==> src/rtl/seq_stage30_sync_fifo_if.sv <==
// Handshake bundle for seq_stage30_sync_fifo.
//   in_valid/in_ready/in_data     : producer side (write)
//   out_valid/out_ready/out_data  : consumer side (read, registered)
//   level                         : words held (memory rows + output register)
// modport slave  : the FIFO itself
// modport master : whatever drives the FIFO (producer and consumer together)
interface seq_stage30_sync_fifo_if #(
  parameter int WIDTH = 8,
  parameter int DEPTH = 16
);
  localparam int CW = $clog2(DEPTH + 2);

  logic             in_valid;
  logic             in_ready;
  logic [WIDTH-1:0] in_data;
  logic             out_valid;
  logic             out_ready;
  logic [WIDTH-1:0] out_data;
  logic [CW-1:0]    level;

  modport slave (
    input  in_valid, in_data, out_ready,
    output in_ready, out_valid, out_data, level
  );

  modport master (
    output in_valid, in_data, out_ready,
    input  in_ready, out_valid, out_data, level
  );
endinterface

==> src/rtl/seq_stage30_sync_fifo.sv <==
// Synchronous FIFO: DEPTH-row memory with one write port and one synchronous
// read port feeding a registered output stage. Capacity is DEPTH+1 words.
// Ports:
//   clk   : clock, all updates on posedge
//   rst_n : asynchronous reset, active-low (pointers, count, output stage)
//   bus   : seq_stage30_sync_fifo_if.slave
//           in_valid/in_ready/in_data, out_valid/out_ready/out_data, level
module seq_stage30_sync_fifo #(
  parameter int WIDTH = 8,
  parameter int DEPTH = 16
) (
  input  logic                  clk,
  input  logic                  rst_n,
  seq_stage30_sync_fifo_if.slave bus
);
  localparam int AW = $clog2(DEPTH);
  localparam int CW = $clog2(DEPTH + 2);
  localparam int MW = AW + 1;            // mem_count must reach DEPTH

  logic [AW-1:0]    wr_ptr_q, wr_ptr_d;
  logic [AW-1:0]    rd_ptr_q, rd_ptr_d;
  logic [MW-1:0]    mem_count_q, mem_count_d;
  logic             out_valid_q, out_valid_d;
  logic [WIDTH-1:0] out_data_q, out_data_d;

  logic [WIDTH-1:0] mem [DEPTH];

  logic in_ready;
  logic push;
  logic load;
  logic ostage_free;

  always_comb begin
    // in_ready comes from registered state only; a pop does not free a slot
    // for a push in the same cycle.
    in_ready    = (mem_count_q != MW'(DEPTH));
    push        = bus.in_valid & in_ready;
    ostage_free = !out_valid_q | bus.out_ready;
    load        = ostage_free & (mem_count_q != '0);

    wr_ptr_d    = wr_ptr_q;
    rd_ptr_d    = rd_ptr_q;
    mem_count_d = mem_count_q;
    out_valid_d = out_valid_q;
    out_data_d  = out_data_q;

    // Pointers wrap naturally: DEPTH is a power of two.
    if (push) wr_ptr_d = wr_ptr_q + AW'(1);

    if (load) begin
      rd_ptr_d    = rd_ptr_q + AW'(1);
      out_data_d  = mem[rd_ptr_q];
      out_valid_d = 1'b1;
    end else if (out_valid_q && bus.out_ready) begin
      // Word consumed and nothing to replace it; out_data keeps its value.
      out_valid_d = 1'b0;
    end

    unique case ({push, load})
      2'b10:   mem_count_d = mem_count_q + MW'(1);
      2'b01:   mem_count_d = mem_count_q - MW'(1);
      default: mem_count_d = mem_count_q;
    endcase
  end

  // Memory rows are never reset.
  always_ff @(posedge clk) begin
    if (push) mem[wr_ptr_q] <= bus.in_data;
  end

  always_ff @(posedge clk or negedge rst_n) begin
    if (!rst_n) begin
      wr_ptr_q    <= '0;
      rd_ptr_q    <= '0;
      mem_count_q <= '0;
      out_valid_q <= 1'b0;
      out_data_q  <= '0;
    end else begin
      wr_ptr_q    <= wr_ptr_d;
      rd_ptr_q    <= rd_ptr_d;
      mem_count_q <= mem_count_d;
      out_valid_q <= out_valid_d;
      out_data_q  <= out_data_d;
`ifndef SYNTHESIS
      assert (mem_count_q <= MW'(DEPTH));
      if (bus.in_valid && !in_ready)
        $display("fifo overflow attempt d=%0d", bus.in_data);
`endif
    end
  end

  assign bus.in_ready  = in_ready;
  assign bus.out_valid = out_valid_q;
  assign bus.out_data  = out_data_q;
  assign bus.level     = CW'(mem_count_q) + CW'(out_valid_q);
endmodule

==> src/flat_wrapper.sv <==
// flat-port wrapper written by rule: the top's interface ports become plain ports
module seq_stage30_sync_fifo_flat 
#(
  parameter int WIDTH = 8,
  parameter int DEPTH = 16
)
  (clk, rst_n, bus_in_valid, bus_in_data, bus_out_ready, bus_in_ready, bus_out_valid, bus_out_data, bus_level);
  seq_stage30_sync_fifo_if #(.WIDTH(WIDTH), .DEPTH(DEPTH)) bus_i ();
  input  logic clk;
  input  logic rst_n;
  input wire logic [$bits(bus_i.in_valid)-1:0] bus_in_valid;
  input wire logic [$bits(bus_i.in_data)-1:0] bus_in_data;
  input wire logic [$bits(bus_i.out_ready)-1:0] bus_out_ready;
  output wire logic [$bits(bus_i.in_ready)-1:0] bus_in_ready;
  output wire logic [$bits(bus_i.out_valid)-1:0] bus_out_valid;
  output wire logic [$bits(bus_i.out_data)-1:0] bus_out_data;
  output wire logic [$bits(bus_i.level)-1:0] bus_level;
  assign bus_i.in_valid = bus_in_valid;
  assign bus_i.in_data = bus_in_data;
  assign bus_i.out_ready = bus_out_ready;
  assign bus_in_ready = bus_i.in_ready;
  assign bus_out_valid = bus_i.out_valid;
  assign bus_out_data = bus_i.out_data;
  assign bus_level = bus_i.level;
  seq_stage30_sync_fifo #(.WIDTH(WIDTH), .DEPTH(DEPTH)) u_core (.clk(clk), .rst_n(rst_n), .bus(bus_i));
endmodule
==> config.mk <==
export PLATFORM = sky130hd
export DESIGN_NAME = seq_stage30_sync_fifo_flat
export DESIGN_NICKNAME = d
export VERILOG_FILES = /design/src/rtl/seq_stage30_sync_fifo_if.sv /design/src/rtl/seq_stage30_sync_fifo.sv /design/src/flat_wrapper.sv
export SDC_FILE = /design/constraint.sdc
export NUM_CORES = 1
export LEC_CHECK = 0
export CAP_MARGIN = 20
export CORE_MARGIN = 10
export CORE_UTILIZATION = 62
export CTS_CLUSTER_DIAMETER = 100
export DETAILED_ROUTE_END_ITERATION = 7
export PLACE_DENSITY = 0.86
export SYNTH_ARGS = -nofsm -noshare
export SYNTH_HDL_FRONTEND = slang
export SYNTH_SLANG_ARGS = --single-unit
==> constraint.sdc <==
create_clock -name clk -period 9.56 [get_ports clk]
set_input_delay 1.912 -clock clk [delete_from_list [all_inputs] [get_ports clk]]
set_output_delay 1.912 -clock clk [all_outputs]
set_load 0.05 [all_outputs]
==> results_dict.tcl, run 1 <==
set metrics [dict create \
    status "finished, final reports clean" \
    drive_gt1_share_pct 17.4 \
    nNetsFinal 394 \
    syn_area_per_cell_sq_um 18.4 \
    grt_pass1_wl_um 20800 \
    htree_levels 4 \
    clock_sinks 150 \
    synthArstFlopShare_pct 14.7 \
    slew_headroom_pct 41.7 \
    fill_cells 526 \
    worstPathCellList "ha_1, ha_1, nand3_1, xnor2_1, clkdlybuf4s50_1" \
    slew_violations 0 \
    crit_path_top_delay_cell "clkdlybuf4s50_1" \
    critPathArrivalTime_ns 2.56 \
    core_area_sq_um 9770 \
    fin_crit_sh_pct 46.7 \
    critical_path_class "reg2out" \
    area_growth_pct 16.2 \
    slowest_delay_ns 0.84 \
    synth_cell_types 40 \
    syn_area_sq_um 6220 \
    cts_resized 0 \
    crit_required_ns 7.65 \
    rr_startpoint "u_core.mem_count_q[2]$_DFFE_PN0P_" \
    cts_buffers 17 \
    ys_seq_area_share_pct 70.6 \
    setup_viol 0 \
    initial_core_util_pct 63.7 \
    rr_worst_depth 10 \
    drv_cap 0 \
    worstSetupStartpoint "u_core.mem_count_q[0]$_DFFE_PN0P_" \
    clk_pin_slew_worst_paths_ns 0.06 \
    crit_family "buffers and inverters" \
    vias_per_cell 6.48 \
    grt_start_max_net_pins 36 \
    drt_wl_total_um 13100 \
    synth_cells 339 \
    cts_tree "yes" \
    globalplace.congestion 0.776 \
    vdd_ir_drop_max_mv 0.258 \
    clock_latency_ns 0.52 \
    cpMostUsedCell "ha_1" \
    dp_hpwl_um 7560 \
    clock_skew_ns 0.0129 \
    num_io_pins 27 \
    root_buffer "clkbuf_8" \
    hp-class "reg2reg" \
    synth_nets 362 \
    synth_edf_count 128 \
    cp.buffers_inverters 1 \
    power_density_nw_per_um2 328 \
    port_buffers 26 \
    ant_nets 0 \
    postCtsSetupBuffers 0 \
    finalHoldViolations 0 \
    die_w_um 120 \
    r2r_slack_ns 6.16 \
    drt_iter0_drc 323 \
    die_area_sq_um 14400 \
    vias 3349 \
    antenna_cells 0 \
    rsz0062_at_grt "false" \
    grt.overflow.total 0 \
    ys_warn_count 0 \
    tns_ns 0 \
    antenna_found_initial 0 \
    drc 0 \
    start_kind "flop" \
    worst_r2r_endpoint "u_core.mem_count_q[4]$_DFFE_PN0P_" \
    clockBufferDepth 2 \
    die_h_um 120 \
    holdBufCountCts 0 \
    min_period_ns 4.47 \
    synth_flop_cell "edfxtp_1" \
    crit_cells 5 \
    clock.fmax_mhz 224 \
    rows 36 \
    p_leak_uw 0.00252 \
    total_power_uw 2370 \
    grt.total_usage_pct 19.1 \
    worst_setup_path_end_kind "primary output" \
    wire_per_inst_um 25.3 \
    first_pass_iters 5 \
    worst_slew_pin_slew_ns 0.871 \
    synth-seq-cells 150 \
    worstPathMaxFanout 7 \
    crit_path_end "bus_level[4]" \
    grt_pass1_vias 3426 \
]
metrics by stage:
step           hold WS (ns)  setup slack (ns)  instance area, sq um  utilization (%)  std cells
2_1_floorplan         0.543              5.51                  6220                -        339
3_3_place_gp          0.489              4.88                  6550             67.0        481
3_5_place_dp          0.495              4.78                  6550             67.0        481
4_1_cts               0.526              5.08                  7190             73.5        513
5_1_grt               0.554              4.97                  7230             74.0        517
6_report              0.523              5.09                  7230             74.0        517
flip-flops by register name, summed over array words and instances, names as in the netlist:
| register | cells |
|---|---|
| u_core.bus.out_data | 8 |
| u_core.bus.out_valid | 1 |
| u_core.mem | 128 |
| u_core.mem_count_q | 5 |
| u_core.rd_ptr_q | 4 |
| u_core.wr_ptr_q | 4 |
layout make-up:
cell class | count | area, sq um | area share (%)
Timing Repair Buffer | 34 | 338 | 4.67
Inverter | 4 | 15.0 | 0.208
Multi-Input combinational cell | 164 | 1690 | 23.3
Tap cell | 133 | 166 | 2.30
Sequential cell | 150 | 4400 | 60.8
Clock buffer | 29 | 616 | 8.51
Clock inverter | 3 | 17.5 | 0.242
cells in the final DEF (no fill, tap or decap), types with 8 or more instances in the layout:
master,n
a211o_1,8
a21oi_1,10
a22o_1,8
clkbuf_16,21
clkdlybuf4s50_1,26
dfrtp_1,21
edfxtp_1,128
ha_1,11
mux2i_1,8
mux4_1,8
mux4_2,24
nand2_1,13
nor2_1,16
nor2b_1,10
xnor2_1,9
worst min path at each step:
stage,start,cells after the start,slack (ns),end
2_1_floorplan,u_core.rd_ptr_q[1]$_DFFE_PN0P_,3,0.54,u_core.rd_ptr_q[1]$_DFFE_PN0P_
3_3_place_gp,u_core.bus.out_data[1]$_DFFE_PN0P_,1,0.49,u_core.bus.out_data[1]$_DFFE_PN0P_
3_5_place_dp,u_core.bus.out_data[6]$_DFFE_PN0P_,1,0.49,u_core.bus.out_data[6]$_DFFE_PN0P_
4_1_cts,u_core.bus.out_data[3]$_DFFE_PN0P_,1,0.53,u_core.bus.out_data[3]$_DFFE_PN0P_
5_1_grt,u_core.bus.out_data[4]$_DFFE_PN0P_,1,0.55,u_core.bus.out_data[4]$_DFFE_PN0P_
6_report,u_core.bus.out_data[3]$_DFFE_PN0P_,1,0.52,u_core.bus.out_data[3]$_DFFE_PN0P_
power breakdown:
| group | switching (uW) | internal [uW] |
|---|---|---|
| registers | 90.8 | 815 |
| logic | 457 | 331 |
| clock network | 247 | 432 |
layer usage:
| layer | GRT usage (%) | wire length (um) | up-vias |
|---|---|---|---|
| met4 | 7.92 | 405 | 0 |
| met1 | 25.0 | 5340 | 1700 |
| met2 | 30.4 | 6430 | 207 |
| met5 | 0 | 0 | - |
| li1 | - | - | 1406 |
| met3 | 4.65 | 931 | 36 |
worst reg2reg max path: stages, from the launching register on:
cell and delay, ns:
dfrtp_1 0.51, or4_4 0.59, o21ai_4 0.46, inv_2 0.16, ha_1 0.36, xor2_1 0.20, ha_1 0.24, o211a_1 0.23
or4_1 0.39, nand3_1 0.10, nor3b_1 0.05
kinds of logic after synthesis:
| family | count (synthesis) | share of synthesized area (%) |
|---|---|---|
| AO/OA/AOI/OAI | 37 | 4.40 |
| XOR/XNOR | 13 | 1.83 |
| AND/OR/NAND/NOR | 62 | 5.11 |
| flip-flops | 150 | 70.6 |
| buffers and inverters | 25 | 2.29 |
| multiplexers | 41 | 13.5 |
| adder cells (fa/ha/maj) | 11 | 2.21 |
cells in the mapped netlist, types with 2 or more instances:
| master | number | area share [%] |
|---|---|---|
| edfxtp_1 | 128 | 62 |
| mux4_2 | 24 | 8.7 |
| dfrtp_1 | 22 | 8.8 |
| nor2_1 | 16 | 0.97 |
| nand2_1 | 13 | 0.78 |
| ha_1 | 11 | 2.2 |
| a21oi_1 | 10 | 0.80 |
| nor2b_1 | 10 | 1.0 |
| xnor2_1 | 9 | 1.3 |
| a211o_1 | 8 | 1.1 |
| a22o_1 | 8 | 1.1 |
| mux2i_1 | 8 | 1.3 |
| mux4_1 | 8 | 3.4 |
| clkbuf_1 | 6 | 0.36 |
| nand2b_1 | 6 | 0.60 |
| buf_2 | 5 | 0.40 |
| o21ai_0 | 5 | 0.40 |
| buf_1 | 4 | 0.24 |
| nor3_1 | 4 | 0.32 |
| xor2_1 | 4 | 0.56 |
| buf_4 | 3 | 0.36 |
| inv_1 | 3 | 0.18 |
| nand3_1 | 3 | 0.24 |
| buf_6 | 2 | 0.36 |
| nand4_1 | 2 | 0.20 |
| nor3b_1 | 2 | 0.24 |
| nor4_1 | 2 | 0.20 |
Note: power is estimated with default switching activity, not from simulation.
==> run 2, diff against run 1 <==
--- a/config.mk
+++ b/config.mk
@@ -7,10 +7,10 @@
 export LEC_CHECK = 0
 export CAP_MARGIN = 20
 export CORE_MARGIN = 10
-export CORE_UTILIZATION = 62
+export CORE_UTILIZATION = 60
 export CTS_CLUSTER_DIAMETER = 100
 export DETAILED_ROUTE_END_ITERATION = 7
-export PLACE_DENSITY = 0.86
+export PLACE_DENSITY = 0.84
 export SYNTH_ARGS = -nofsm -noshare
 export SYNTH_HDL_FRONTEND = slang
 export SYNTH_SLANG_ARGS = --single-unit
==> constraint.sdc (replaced) <==
create_clock -name clk -period 4.5 [get_ports clk]
set_input_delay 0.9 -clock clk [delete_from_list [all_inputs] [get_ports clk]]
set_output_delay 0.9 -clock clk [all_outputs]
set_load 0.05 [all_outputs]
==> run 2 against run 1 <==
Compared with the run above: clock power up 87%; combinational power up 94%; clock-buffer cell count down 10; largest cell class unchanged.
==> results_dict.tcl, run 2 (synthesis results as in run 1) <==
set metrics [dict create \
    status "finished, final reports clean" \
    rows 37 \
    worst_slew_pin_slew_ns 0.941 \
    start_kind "flop" \
    cts_buffers 17 \
    antenna_found_initial 0 \
    clock_latency_ns 0.52 \
    clock.fmax_mhz 298 \
    setup_viol 0 \
    p_leak_uw 0.00247 \
    critPathArrivalTime_ns 2.46 \
    grt_pass1_wl_um 18900 \
    grt.overflow.total 0 \
    nNetsFinal 394 \
    r2r_slack_ns 1.18 \
    final_util_pct 69.8 \
    min_period_ns 3.36 \
    worst_r2r_endpoint "u_core.mem_count_q[4]$_DFFE_PN0P_" \
    holdBufCountCts 0 \
    final_cell_mix "edfxtp_1 (128), clkdlybuf4s50_1 (26), mux4_2 (24), dfrtp_1 (21)" \
    pwr-share-seq_pct 41.9 \
    whs_endpoint "u_core.bus.out_data[6]$_DFFE_PN0P_" \
    htree_levels 4 \
    initial_core_util_pct 60.8 \
    clock_skew_ns 0.00652 \
    total_power_uw 4830 \
    p_comb_share_pct 31.7 \
    die_area_sq_um 14800 \
    grt_start_max_net_pins 30 \
    largest_reg_flops 128 \
    dp_hpwl_um 7670 \
    swShare_pct 34.3 \
    vdd_ir_drop_max_mv 0.466 \
    drc 0 \
    top_register "u_core.mem" \
    p_sw_uw 1660 \
    hp-class "reg2reg" \
    root_buffer "clkbuf_8" \
    ant_nets 0 \
    port_buffers 26 \
    cts_resized 0 \
    drv_cap 0 \
    tns_ns 0 \
    die_w_um 122 \
    grt_pass1_vias 3276 \
    globalplace.congestion 0.840 \
    slew_violations 0 \
    core_area_sq_um 10200 \
    num_io_pins 27 \
    area_growth_pct 14.8 \
    clk_pin_slew_worst_paths_ns 0.06 \
    worstPathMaxFanout 7 \
    finalInstanceArea_sq_um 7150 \
    clockBufferDepth 2 \
    worst_setup_path_end_kind "primary output" \
    postCtsSetupBuffers 0 \
    placed_cell_area_sq_um 6580 \
    min_from "u_core.bus.out_data[6]$_DFFE_PN0P_" \
    drt_wl_total_um 12000 \
    clock_sinks 150 \
    crit_required_ns 3.60 \
    min_path_cells 1 \
    drt_iter0_drc 322 \
    finalHoldViolations 0 \
    wire_per_inst_um 23.1 \
    drive_gt1_share_pct 17.7 \
    rr_worst_depth 10 \
    grt.total_usage_pct 17.3 \
    first_pass_iters 4 \
    rr_startpoint "u_core.mem_count_q[2]$_DFFE_PN0P_" \
    cts_tree "yes" \
    vias 3159 \
    clkPwrFrac_pct 26.4 \
    vias_per_cell 6.08 \
    power_density_nw_per_um2 676 \
    slew_headroom_pct 37.3 \
    antenna_cells 0 \
    critical_path_class "reg2out" \
    fin_crit_sh_pct 74.6 \
    rsz0062_at_grt "false" \
    die_h_um 122 \
    final_common_cell "edfxtp_1" \
    p_int_uw 3170 \
]
[run 2: cell count changes in the layout (fill, tap and decap cells not counted), sizes merged]
cell,change
buf,+2
clkbuf,-12
clkinv,+5
clkinvlp,+3
bufinv,+1
inv,+1
[run 2: power groups by stage]
| stage | clock [uW] | combinational, uW | sequential, uW |
|---|---|---|---|
| floorplan | 0 | 1200 | 1950 |
| global placement | 0 | 1480 | 2030 |
| detailed placement | 0 | 1520 | 2050 |
| CTS | 1290 | 1540 | 2030 |
| global route | 1350 | 1630 | 2070 |
| finish | 1270 | 1530 | 2030 |
[run 2: layer usage]
layer / track usage (%) / vias up / routed length [um]
met2: 27.6 / 109 / 6100
met1: 22.5 / 1629 / 4870
li1: - / 1411 / -
met5: 0 / - / 0
met4: 6.63 / 0 / 164
met3: 4.67 / 10 / 881
[run 2: worst max-delay path by stage]
stage,start,end,slack [ns],cells past startpoint
after floorplan,bus_in_valid,u_core.mem_count_q[4]$_DFFE_PN0P_,1.46,10
after detailed placement,bus_in_valid,u_core.mem_count_q[4]$_DFFE_PN0P_,0.73,10
after global routing,u_core.mem_count_q[2]$_DFFE_PN0P_,u_core.mem_count_q[4]$_DFFE_PN0P_,0.93,10
after global placement,bus_in_valid,u_core.mem_count_q[4]$_DFFE_PN0P_,0.86,10
after CTS,u_core.mem_count_q[0]$_DFFE_PN0P_,bus_level[4],1.11,5
final,u_core.mem_count_q[0]$_DFFE_PN0P_,bus_level[4],1.14,5
[run 2: worst max-delay path, stage by stage, from the launching register on]
cell and delay (ns):
dfrtp_1 0.47, ha_1 0.22, ha_1 0.19, nand3_1 0.09, xnor2_1 0.14, clkdlybuf4s50_1 0.82
[run 2: layout make-up]
type                            count  area [sq um]
Sequential cell                   150          4400
Fill cell                         614          3090
Multi-Input combinational cell    164          1690
Clock buffer                       19           432
Timing Repair Buffer               34           340
Tap cell                          136           170
Clock inverter                     13           108
Inverter                            4          15.0
[run 2: stage by stage]
| stage | hold WS (ns) | instances | worst slack [ns] |
|---|---|---|---|
| after floorplan | 0.543 | 339 | 1.46 |
| after global placement | 0.492 | 487 | 0.863 |
| after detailed placement | 0.496 | 487 | 0.732 |
| after CTS | 0.510 | 519 | 1.11 |
| after global routing | 0.516 | 520 | 0.931 |
| final | 0.511 | 520 | 1.14 |
==> run 3, diff against run 2 <==
==> constraint.sdc (replaced) <==
create_clock -name clk -period 3.3 [get_ports clk]
set_input_delay 0.66 -clock clk [delete_from_list [all_inputs] [get_ports clk]]
set_output_delay 0.66 -clock clk [all_outputs]
set_load 0.05 [all_outputs]
==> run 3 against run 2 <==
Compared with the run above: non-clock buffer count grew 17; critical path depth is the same; critical endpoint unchanged; clock-buffer cell count is the same.
==> results_dict.tcl, run 3 (synthesis results as in run 1) <==
set metrics [dict create \
    rr_startpoint "u_core.mem_count_q[2]$_DFFE_PN0P_" \
    core_area_sq_um 10200 \
    root_buffer "clkbuf_8" \
    dp_slack_ns 0.291 \
    dp_hpwl_um 7920 \
    nNetsFinal 411 \
    tns_ns 0 \
    worst_r2r_endpoint "u_core.mem_count_q[4]$_DFFE_PN0P_" \
    critPathArrivalTime_ns 2.46 \
    grt_start_max_net_pins 23 \
    area_growth_pct 18.2 \
    clock_latency_ns 0.52 \
    crit_required_ns 2.64 \
    critical_path_class "reg2out" \
    grt.overflow.total 0 \
    final_common_cell "edfxtp_1" \
    antenna_cells 0 \
    drive_gt1_share_pct 21.4 \
    rr_worst_depth 10 \
    r2r_slack_ns 0.37 \
    rows 37 \
    status "finished, final reports clean" \
    cts_tree "yes" \
    power_density_nw_per_um2 933 \
    drc 0 \
    htree_levels 4 \
    grt_pass1_vias 3383 \
    grt.total_usage_pct 18.1 \
    holdWs_ns 0.389 \
    placed_cell_area_sq_um 6720 \
    largest_reg_flops 128 \
    worstPathMaxFanout 7 \
    die_h_um 122 \
    wire_per_inst_um 23.6 \
    postCtsSetupBuffers 0 \
    initial_core_util_pct 60.8 \
    min_period_ns 3.12 \
    dp_cells 504 \
    finalHoldViolations 0 \
    grt_pass1_wl_um 19700 \
    drt_wl_total_um 12700 \
    num_io_pins 27 \
    holdBufCountCts 0 \
    fin_crit_sh_pct 94.6 \
    final_cell_mix "edfxtp_1 (128), clkdlybuf4s50_1 (26), mux4_2 (24), buf_4 (23), dfrtp_1 (21)" \
    die_area_sq_um 14800 \
    drt-met1-wl_um 5010 \
    layout_setup_ws_ns 0.177 \
    clock_sinks 150 \
    ant_nets 0 \
    globalplace.congestion 0.758 \
    worst_slew_pin_slew_ns 0.876 \
    setup_viol 0 \
    clock_skew_ns 0.00902 \
    clock.fmax_mhz 320 \
    slew_headroom_pct 41.6 \
    drv_cap 0 \
    start_kind "flop" \
    die_w_um 122 \
    antenna_found_initial 0 \
    rsz0062_at_grt "false" \
    first_pass_iters 5 \
    worst_setup_path_end_kind "primary output" \
    clockBufferDepth 2 \
    top_register "u_core.mem" \
    clk_pin_slew_worst_paths_ns 0.06 \
    finalInstanceArea_sq_um 7360 \
    cts_resized 0 \
    vdd_ir_drop_max_mv 0.654 \
    slew_violations 0 \
    p_leak_uw 0.00260 \
    finalNonFillerCells 537 \
    port_buffers 26 \
    fill_cells 564 \
    hp-class "in2async" \
    cts_buffers 17 \
    drt_iter0_drc 370 \
    vias 3292 \
    vias_per_cell 6.13 \
    wl_met2_um 6690 \
    top_layer_used "met4" \
    wl_met3_um 798 \
]
==> run 3: changes by cell type in the layout (fill, tap and decap cells not counted), moves of 2 or more <==
cell,delta
clkinv_2,-4
inv_6,+2
bufinv_16,+2
clkinvlp_4,-3
clkinv_4,+3
buf_4,+16
==> run 3: worst max-delay path by stage <==
stage / cells after the start / end / start
3_3_place_gp: 11 / u_core.mem_count_q[4]$_DFFE_PN0P_ / bus_out_ready
6_report: 5 / bus_level[4] / u_core.mem_count_q[0]$_DFFE_PN0P_
3_5_place_dp: 10 / u_core.mem_count_q[4]$_DFFE_PN0P_ / bus_in_valid
2_1_floorplan: 12 / u_core.mem_count_q[4]$_DFFE_PN0P_ / u_core.mem_count_q[1]$_DFFE_PN0P_
4_1_cts: 5 / bus_level[4] / u_core.mem_count_q[0]$_DFFE_PN0P_
5_1_grt: 5 / bus_level[4] / u_core.mem_count_q[0]$_DFFE_PN0P_
==> run 3: routing by layer <==
metal | global-route usage (%) | vias to the layer above
li1 | - | 1441
met1 | 22.3 | 1721
met2 | 30.8 | 115
met3 | 3.84 | 15
met4 | 7.15 | 0
met5 | 0 | -
==> run 3: cell type report <==
class / instances / area (sq um) / area share (%)
Inverter: 4 / 15.0 / 0.204
Timing Repair Buffer: 51 / 480 / 6.53
Sequential cell: 150 / 4400 / 59.7
Tap cell: 136 / 170 / 2.31
Clock inverter: 13 / 169 / 2.30
Multi-Input combinational cell: 164 / 1690 / 22.9
Clock buffer: 19 / 442 / 6.00
==> run 3: critical path, cell delays in order (launching register included) <==
cell and delay [ns]:
dfrtp_1 0.48, ha_1 0.22, ha_1 0.18, nand3_1 0.10, xnor2_1 0.15, clkdlybuf4s50_1 0.82
==> run 3: power by group <==
group          switching [uW]  internal [uW]
sequential                385           2350
combinational            1150           1020
clock                     760           1200
total                    2290           4570
==> run 3: per-stage QoR <==
step / power (uW) / util (%)
global placement: 4830 / 65.7
floorplan: 4290 / -
global route: 7170 / 71.9
finish: 6870 / 71.9
detailed placement: 4910 / 65.7
CTS: 6900 / 71.6
